**config.mk**
```make
export PLATFORM = sky130hd
export DESIGN_NAME = pipes_scroller
export DESIGN_NICKNAME = d
export VERILOG_FILES = /design/src/rtl/pipes_scroller.sv
export SDC_FILE = /design/constraint.sdc
export NUM_CORES = 1
export LEC_CHECK = 0
export ABC_AREA = 0
export CORE_ASPECT_RATIO = 0.75
export CORE_MARGIN = 2
export CORE_UTILIZATION = 50
export DETAILED_ROUTE_END_ITERATION = 6
export PLACE_DENSITY = 0.9
export SETUP_SLACK_MARGIN = 0.05
export SLEW_MARGIN = 20
export SYNTH_ARGS = -nofsm -noshare
export SYNTH_HDL_FRONTEND = slang
export SYNTH_SLANG_ARGS = --single-unit
```
**constraint.sdc**
```tcl
create_clock -name clk -period 9.3 [get_ports clk]
set_input_delay 1.86 -clock clk [delete_from_list [all_inputs] [get_ports clk]]
set_output_delay 1.86 -clock clk [all_outputs]
set_load 0.02 [all_outputs]
```
**src/rtl/pipes_scroller.sv**
```systemverilog
// Per-frame pipe list controller: walks the list once per frame tick, scrolls and culls
// pipes, pulses score events at the bird line and periodically spawns a new pipe.
module pipes_scroller #(
   parameter int unsigned X_WIDTH      = 11,
   parameter int unsigned Y_WIDTH      = 10,
   parameter int unsigned SPAWN_X      = 640,
   parameter int unsigned BIRD_X       = 100,
   parameter int unsigned SPAWN_PERIOD = 90,
   parameter int unsigned GAP_MIN      = 80,
   parameter int unsigned MAX_PIPES    = 16,
   parameter logic [15:0] LFSR_SEED    = 16'hACE1
) (
   input  logic                       clk,
   input  logic                       rst_n,
   input  logic                       ce,
   input  logic                       frame_start,
   input  logic [3:0]                 speed,
   output logic                       insert_en,
   output logic [X_WIDTH+Y_WIDTH-1:0] insert_data,
   output logic                       iter_start,
   input  logic                       iter_done,
   input  logic [X_WIDTH+Y_WIDTH-1:0] iter_out,
   output logic [X_WIDTH+Y_WIDTH-1:0] iter_in,
   output logic                       iter_remove,
   output logic                       score_inc,
   output logic                       busy,
   output logic                       overrun
);

   localparam int unsigned CNT_W = $clog2(MAX_PIPES + 1);
   localparam int unsigned SPC_W = $clog2(SPAWN_PERIOD + 1);

   localparam logic [CNT_W-1:0]   MAX_CNT    = CNT_W'(MAX_PIPES);
   localparam logic [SPC_W-1:0]   SPAWN_LAST = SPC_W'(SPAWN_PERIOD - 1);
   localparam logic [X_WIDTH-1:0] SPAWN_XV   = X_WIDTH'(SPAWN_X);
   localparam logic [X_WIDTH-1:0] BIRD_XV    = X_WIDTH'(BIRD_X);
   localparam logic [Y_WIDTH-1:0] GAP_MINV   = Y_WIDTH'(GAP_MIN);

   // Field order matches the list's packed element: x in the upper bits.
   typedef struct packed {
      logic [X_WIDTH-1:0] x;
      logic [Y_WIDTH-1:0] gap_y;
   } pipe_t;

   typedef enum logic [1:0] {
      S_IDLE  = 2'd0,
      S_ITER  = 2'd1,
      S_SPAWN = 2'd2
   } state_e;

   state_e           state_q,     state_d;
   logic [SPC_W-1:0] spawn_cnt_q, spawn_cnt_d;
   logic             spawn_due_q, spawn_due_d;
   logic [CNT_W-1:0] count_q,     count_d;
   logic [15:0]      lfsr_q,      lfsr_d;
   logic             overrun_q,   overrun_d;

   pipe_t              cur;
   pipe_t              spawn_pipe;
   logic [X_WIDTH-1:0] speed_x;
   logic [X_WIDTH-1:0] new_x;
   logic               off_screen;
   logic               crosses;
   logic               has_room;
   logic               lfsr_fb;

   // Element datapath: the subtraction result is only used when it cannot wrap.
   assign cur        = iter_out;
   assign speed_x    = X_WIDTH'(speed);
   assign off_screen = cur.x < speed_x;
   assign new_x      = cur.x - speed_x;
   assign crosses    = (cur.x >= BIRD_XV) && (off_screen || (new_x < BIRD_XV));
   assign has_room   = count_q < MAX_CNT;
   assign lfsr_fb    = lfsr_q[0] ^ lfsr_q[2] ^ lfsr_q[3] ^ lfsr_q[5];

   assign spawn_pipe.x     = SPAWN_XV;
   assign spawn_pipe.gap_y = GAP_MINV + Y_WIDTH'(lfsr_q[7:0]);

   // NOTE: state uses non-blocking assignments so every flop samples pre-edge values.
   always_ff @(posedge clk) begin
      if (!rst_n) begin
         state_q     <= S_IDLE;
         spawn_cnt_q <= '0;
         spawn_due_q <= 1'b0;
         count_q     <= '0;
         lfsr_q      <= LFSR_SEED;
         overrun_q   <= 1'b0;
      end else if (ce) begin
         state_q     <= state_d;
         spawn_cnt_q <= spawn_cnt_d;
         spawn_due_q <= spawn_due_d;
         count_q     <= count_d;
         lfsr_q      <= lfsr_d;
         overrun_q   <= overrun_d;
      end
   end

   // NOTE: every variable gets a default first, so no path leaves one unassigned (no latches).
   always_comb begin
      state_d     = state_q;
      spawn_cnt_d = spawn_cnt_q;
      spawn_due_d = spawn_due_q;
      count_d     = count_q;
      lfsr_d      = lfsr_q;
      overrun_d   = overrun_q;
      unique case (state_q)
         S_IDLE: begin
            if (frame_start) begin
               state_d = S_ITER;
               lfsr_d  = {lfsr_fb, lfsr_q[15:1]};
               if (spawn_cnt_q == SPAWN_LAST) begin
                  spawn_cnt_d = '0;
                  spawn_due_d = 1'b1;
               end else begin
                  spawn_cnt_d = spawn_cnt_q + SPC_W'(1);
               end
            end
         end
         S_ITER: begin
            if (frame_start) overrun_d = 1'b1;
            if (iter_done) begin
               state_d = spawn_due_q ? S_SPAWN : S_IDLE;
            end else if (off_screen) begin
               count_d = count_q - CNT_W'(1);
            end
         end
         S_SPAWN: begin
            if (frame_start) overrun_d = 1'b1;
            if (has_room) count_d = count_q + CNT_W'(1);
            spawn_due_d = 1'b0;
            state_d     = S_IDLE;
         end
         default: state_d = S_IDLE;
      endcase
   end

   // Strobes are held low while reset is asserted so the list sees no stray commands.
   always_comb begin
      iter_start  = 1'b0;
      iter_remove = 1'b0;
      iter_in     = '0;
      score_inc   = 1'b0;
      insert_en   = 1'b0;
      insert_data = '0;
      if (rst_n) begin
         unique case (state_q)
            S_IDLE: iter_start = frame_start;
            S_ITER: begin
               if (!iter_done) begin
                  iter_remove = off_screen;
                  score_inc   = crosses;
                  if (!off_screen) iter_in = {new_x, cur.gap_y};
               end
            end
            S_SPAWN: begin
               if (has_room) begin
                  insert_en   = 1'b1;
                  insert_data = spawn_pipe;
               end
            end
            default: ;
         endcase
      end
   end

   assign busy    = (state_q != S_IDLE);
   assign overrun = overrun_q;

endmodule

```
# Word level (Yosys, flattened, before mapping)
# Index checks and enable logic that the tools add are counted.
dict set report word_totals {
  word_cells 69
  regBits 32
  output_inout_bits 48
}
dict set report classes {
  add_sub_neg 5
  eq_ne 9
  n_bitwise 3
  mux 30
  magnitude_cmp 4
  reduce_logical 12
}
# cell n
set ops {}
lappend ops {{$mux 21} 4}
lappend ops {{$mux 20} 3}
lappend ops {{$mux 5} 3}
lappend ops {{$mux 1} 13}
lappend ops {{$ne 2x2->1 const B} 6}
lappend ops {{$ge 11x7->1 const B} 1}
lappend ops {{$lt 11x4->1} 1}
lappend ops {{$lt 11x7->1 const B} 1}
lappend ops {{$sub 11x4->11} 1}
lappend ops {{$pmux 5 s2} 1}
lappend ops {{$add 7x8->9 const A} 1}
lappend ops {{$reduce_and 3->1} 3}
lappend ops {{$add 7x1->7 const B} 1}
lappend ops {{$eq 7x7->1 const B} 1}
lappend ops {{$mux 7} 1}
lappend ops {{$mux 2} 3}
lappend ops {{$reduce_bool 2->1} 3}
lappend ops {{$add 5x1->5 const B} 1}
lappend ops {{$lt 5x5->1 const B} 1}
lappend ops {{$reduce_and 5->1} 1}
lappend ops {{$sub 5x1->5 const B} 1}
lappend ops {{$pmux 2 s2} 1}
lappend ops {{$reduce_and 4->1} 1}
lappend ops {{$xor 1x1->1} 3}
lappend ops {{7 further kinds} 7}

# Longest topological paths before layout
dict set report logic_depth {
  ltp_word 7
  depth_mapped 10
}

# Least setup slack after synthesis
# Ideal clock, no wire load.
dict set report synth_timing {
  path_kind {input to output}
  startpoint {in speed[3]}
  endpoint {out iter_in[12]}
  path_stages 10
  required_ns 7.440
  path_buffers 3
  arrival_ns 3.859
  setup_slack_ns 3.581
  cell_sequence {inv_1 > ha_1 > buf_2 > o21a_1 > o31a_4 > and3b_1 > buf_6 > or2_2 > buf_2 > nor3_1}
}
dict set report synth_via {
  elab_chain_len 5
}
# item line_no
set synth_rtl {}
lappend synth_rtl {{start: declaration} 17} ;# input logic [3:0] speed,
lappend synth_rtl {{$lt 11x4->1} 70} ;# assign off_screen = cur.x < speed_x;
lappend synth_rtl {{$mux 21} 152} ;# if (!off_screen) iter_in = {new_x, cur.gap_y};
lappend synth_rtl {{$mux 21} 149} ;# if (!iter_done) begin
lappend synth_rtl {{$mux 21} 146} ;# unique case (state_q)
lappend synth_rtl {{$mux 21} 145} ;# if (rst_n) begin
lappend synth_rtl {{end: declaration} 23} ;# output logic [X_WIDTH+Y_WIDTH-1:0] iter_in,
# Every way passes these cells.

# Worst setup path in the final report
dict set report layout_timing {
  startpoint {in iter_out[10]}
  endpoint {out score_inc}
}
dict set report layout_via {
  elab_chain_len 7
}
# item line_no
set layout_rtl {}
lappend layout_rtl {{start: declaration} 22} ;# input logic [X_WIDTH+Y_WIDTH-1:0] iter_out,
lappend layout_rtl {{$sub 11x4->11} 71} ;# assign new_x = cur.x - speed_x;
lappend layout_rtl {{$lt 11x7->1} 72} ;# assign crosses = (cur.x >= BIRD_XV) && (off_screen || (new_x < BIRD_XV));
lappend layout_rtl {{$logic_or 1x1->1} 72}
lappend layout_rtl {{$logic_and 1x1->1 *} 72}
lappend layout_rtl {{$mux 1 *} 149}
lappend layout_rtl {{$mux 1 *} 146}
lappend layout_rtl {{$mux 1 *} 145}
lappend layout_rtl {{end: declaration} 25} ;# output logic score_inc,
# Every way passes the cells marked *; elsewhere a longest branch is shown, timed or not.

==> run summary <==
unrepaired setup endpoints after global routing: false
DR WL/cell: 13.0 µm
Via density: 5.22
Crit. End Element: output pin
Placer Congestion: 0.918
CTS tree: yes
first-pass GRT wire length: 9430 µm
Final Util: 67.5%
Initial Utilization: 52.2%
Core Region: 4490 µm²
Power Total: 0.000330 W
remaining antenna violation count: 0
initial antenna violation count: 0
top post-synthesis cells by area: dfxtp_1, nand2_1, ha_1
Die ar.: 5260 µm²
Reg clk slew, reported paths: 0.06 ns
# Post-CTS Setup Buffers: 0
FILL cells: 378
hold buffer count at CTS: 0
post_cts resized: 0
crit path max fanout: 4
Placed Instances: 414
Root Driver: clkbuf_8
mapped cell area: 2340 µm²
pwr/cell area: 109 nW/µm²
grt total ovfl: 0
Worst Setup Start Kind: primary input
H-Tree Depth: 2
number of flops mapped to enable cells by yosys: 0
number of global-route vias before repair: 2194
CTS Buf Count: 5
# DRC: 0
Final Hold Violating Endpoints: 0
1st-iter DRT viols: 172
Final Max Slew Viols: 0
port bufs: 67
worst slew pin tran: 0.735 ns
gr usage total: 21.5%
worst path required time: 7.44 ns
post-route minimum period: 6.97 ns
synth warn: 0
pin count of the biggest net entering global routing: 41
Inserted Diodes: 0
drt pass-1 iters: 4
nets: 410
latest clock arrival within the worst-skew pair: 0.28 ns
synthesis-to-finish area growth: 29.3%
Detail Placement HPWL: 4140 µm
post-synthesis cell count: 304
Rel. slew slack: 50.8%
Post-Syn Area per Cell: 7.71 µm²
clk sink count: 32
via count: 2198
die width: 83.1 µm
FF+latch count, synth: 32
row cnt: 21
Crit Path Class: in2out
post-synth top area cell: dfxtp_1
max cap viols: 0
top_reg_cell synth: dfxtp_1
final setup vio count: 0
asr flop ratio synth: 0%
share of layout cells above drive strength 1: 5.49%
status: complete, no violations
Hold Crit Class: reg2reg
Peak VDD IR: 0.0000849 V
final cell count without fillers: 421
register area: 641 µm²
sequential share of the synthesized area: 27.3%
top-area cell type share of the netlist area: 27.3%
Bufs on Longest Clock Path: 2
post-route clock period utilization: 75.0%
Final TNS setup: 0 ns
DIE HEIGHT: 63.3 µm
critical path data arrival time: 5.11 ns
Fmax: 143 MHz
I/O pin count: 78
Distinct cells, synth: 55
footprint of the multi-input gates: 1500 µm²
Routed WL: 5460 µm
LEAKAGE: 1.22 nW
Clock Skews: 0.00703 ns
## layout make-up
type | count | share of cell area, %
flip-flops and latches | 32 | 21.1
well taps | 57 | 2.35
clock inverters | 1 | 0.165
multi-input cells | 242 | 49.6
inverters | 14 | 1.73
repair buffers | 69 | 22.6
clock buffers | 6 | 2.39
## report_power, final
part / switching [W] / internal (W)
combinational: 0.0000438 / 0.0000381
sequential: 0.00000563 / 0.000144
clock: 0.0000487 / 0.0000508
## critical path, cell delays in order
cell             delay [ns]
clkdlybuf4s50_1        0.45
inv_1                  0.04
ha_1                   0.19
fa_1                   0.43
nor2b_1                0.31
a21oi_1                0.12
or4_2                  0.54
a311oi_1               0.41
o31a_1                 0.17
clkdlybuf4s50_1        0.60
## Yosys cell counts, types with 7 or more instances
cell type	count
nand2_1	51
nor2b_1	7
dfxtp_1	32
ha_1	14
xor2_1	10
xnor2_1	10
clkbuf_1	7
o21ai_0	12
a21oi_1	7
a21boi_0	10
nor2_1	28
inv_1	14
nand3_1	14
and2_1	12
buf_4	12
## layer usage
metal / vias to the layer above / global-route usage [%] / routed length (µm)
li1: 1130 / - / -
met1: 1006 / 27.7 / 2580
met2: 56 / 35.2 / 2590
met3: 6 / 6.42 / 255
met4: 0 / 5.74 / 38
met5: - / 0 / 0
## cells by family after synthesis
family	count (synthesis)	share of synthesized area (%)
and+or+nand+nor	143	29.5
DFF	32	27.3
xor gates and xnor gates	20	7.47
AOI/OAI and AO/OA	53	16.4
buffers and inverters	39	9.98
adders and majority gates	16	9.18
other	1	0.160
## registers in the layout (all words and copies together) (netlist names)
signal,count
state_q,2
spawn_cnt_q,7
spawn_due_q,1
overrun,1
count_q,5
lfsr_q,16
## per-stage QoR
step / cell area, µm² / hold WS (ns) / setup WS (ns)
after CTS: 3030 / 0.467 / 2.36
after detailed placement: 2950 / 0.454 / 2.37
after global placement: 2950 / 0.444 / 2.47
after global routing: 3030 / 0.493 / 2.17
final: 3030 / 0.465 / 2.33
after floorplan: 2380 / 0.440 / 3.58
## cells in the final DEF, fill, tap and decap left out, drive strengths merged, types with 2 or more instances in the layout
master / count
a211oi: 3
or3: 2
and2b: 2
nor3: 6
o31ai: 2
xnor2: 10
clkdlybuf4s50: 67
a22oi: 2
ha: 14
a21o: 2
nand4: 4
nand2: 51
o21ai: 14
and2: 12
xor2: 10
nor2: 29
dfxtp: 32
or4: 3
nand3: 14
a21oi: 7
inv: 14
nor2b: 7
a21boi: 10
fa: 2
conb: 10
o31a: 3
and3: 7
a2111oi: 2
clkbuf: 6
buf: 2
## final timing paths
check | cells after the start | startpoint | end | slack (ns)
worst min register to register | 2 | lfsr_q[12] | lfsr_q[12] | 0.46
worst max register to register | 8 | state_q[0] | count_q[0] | 7.22
worst min-delay path | 2 | lfsr_q[12] | lfsr_q[12] | 0.46
worst max-delay path | 10 | iter_out[10] | score_inc | 2.33
Power figures use the tool's default switching activity.
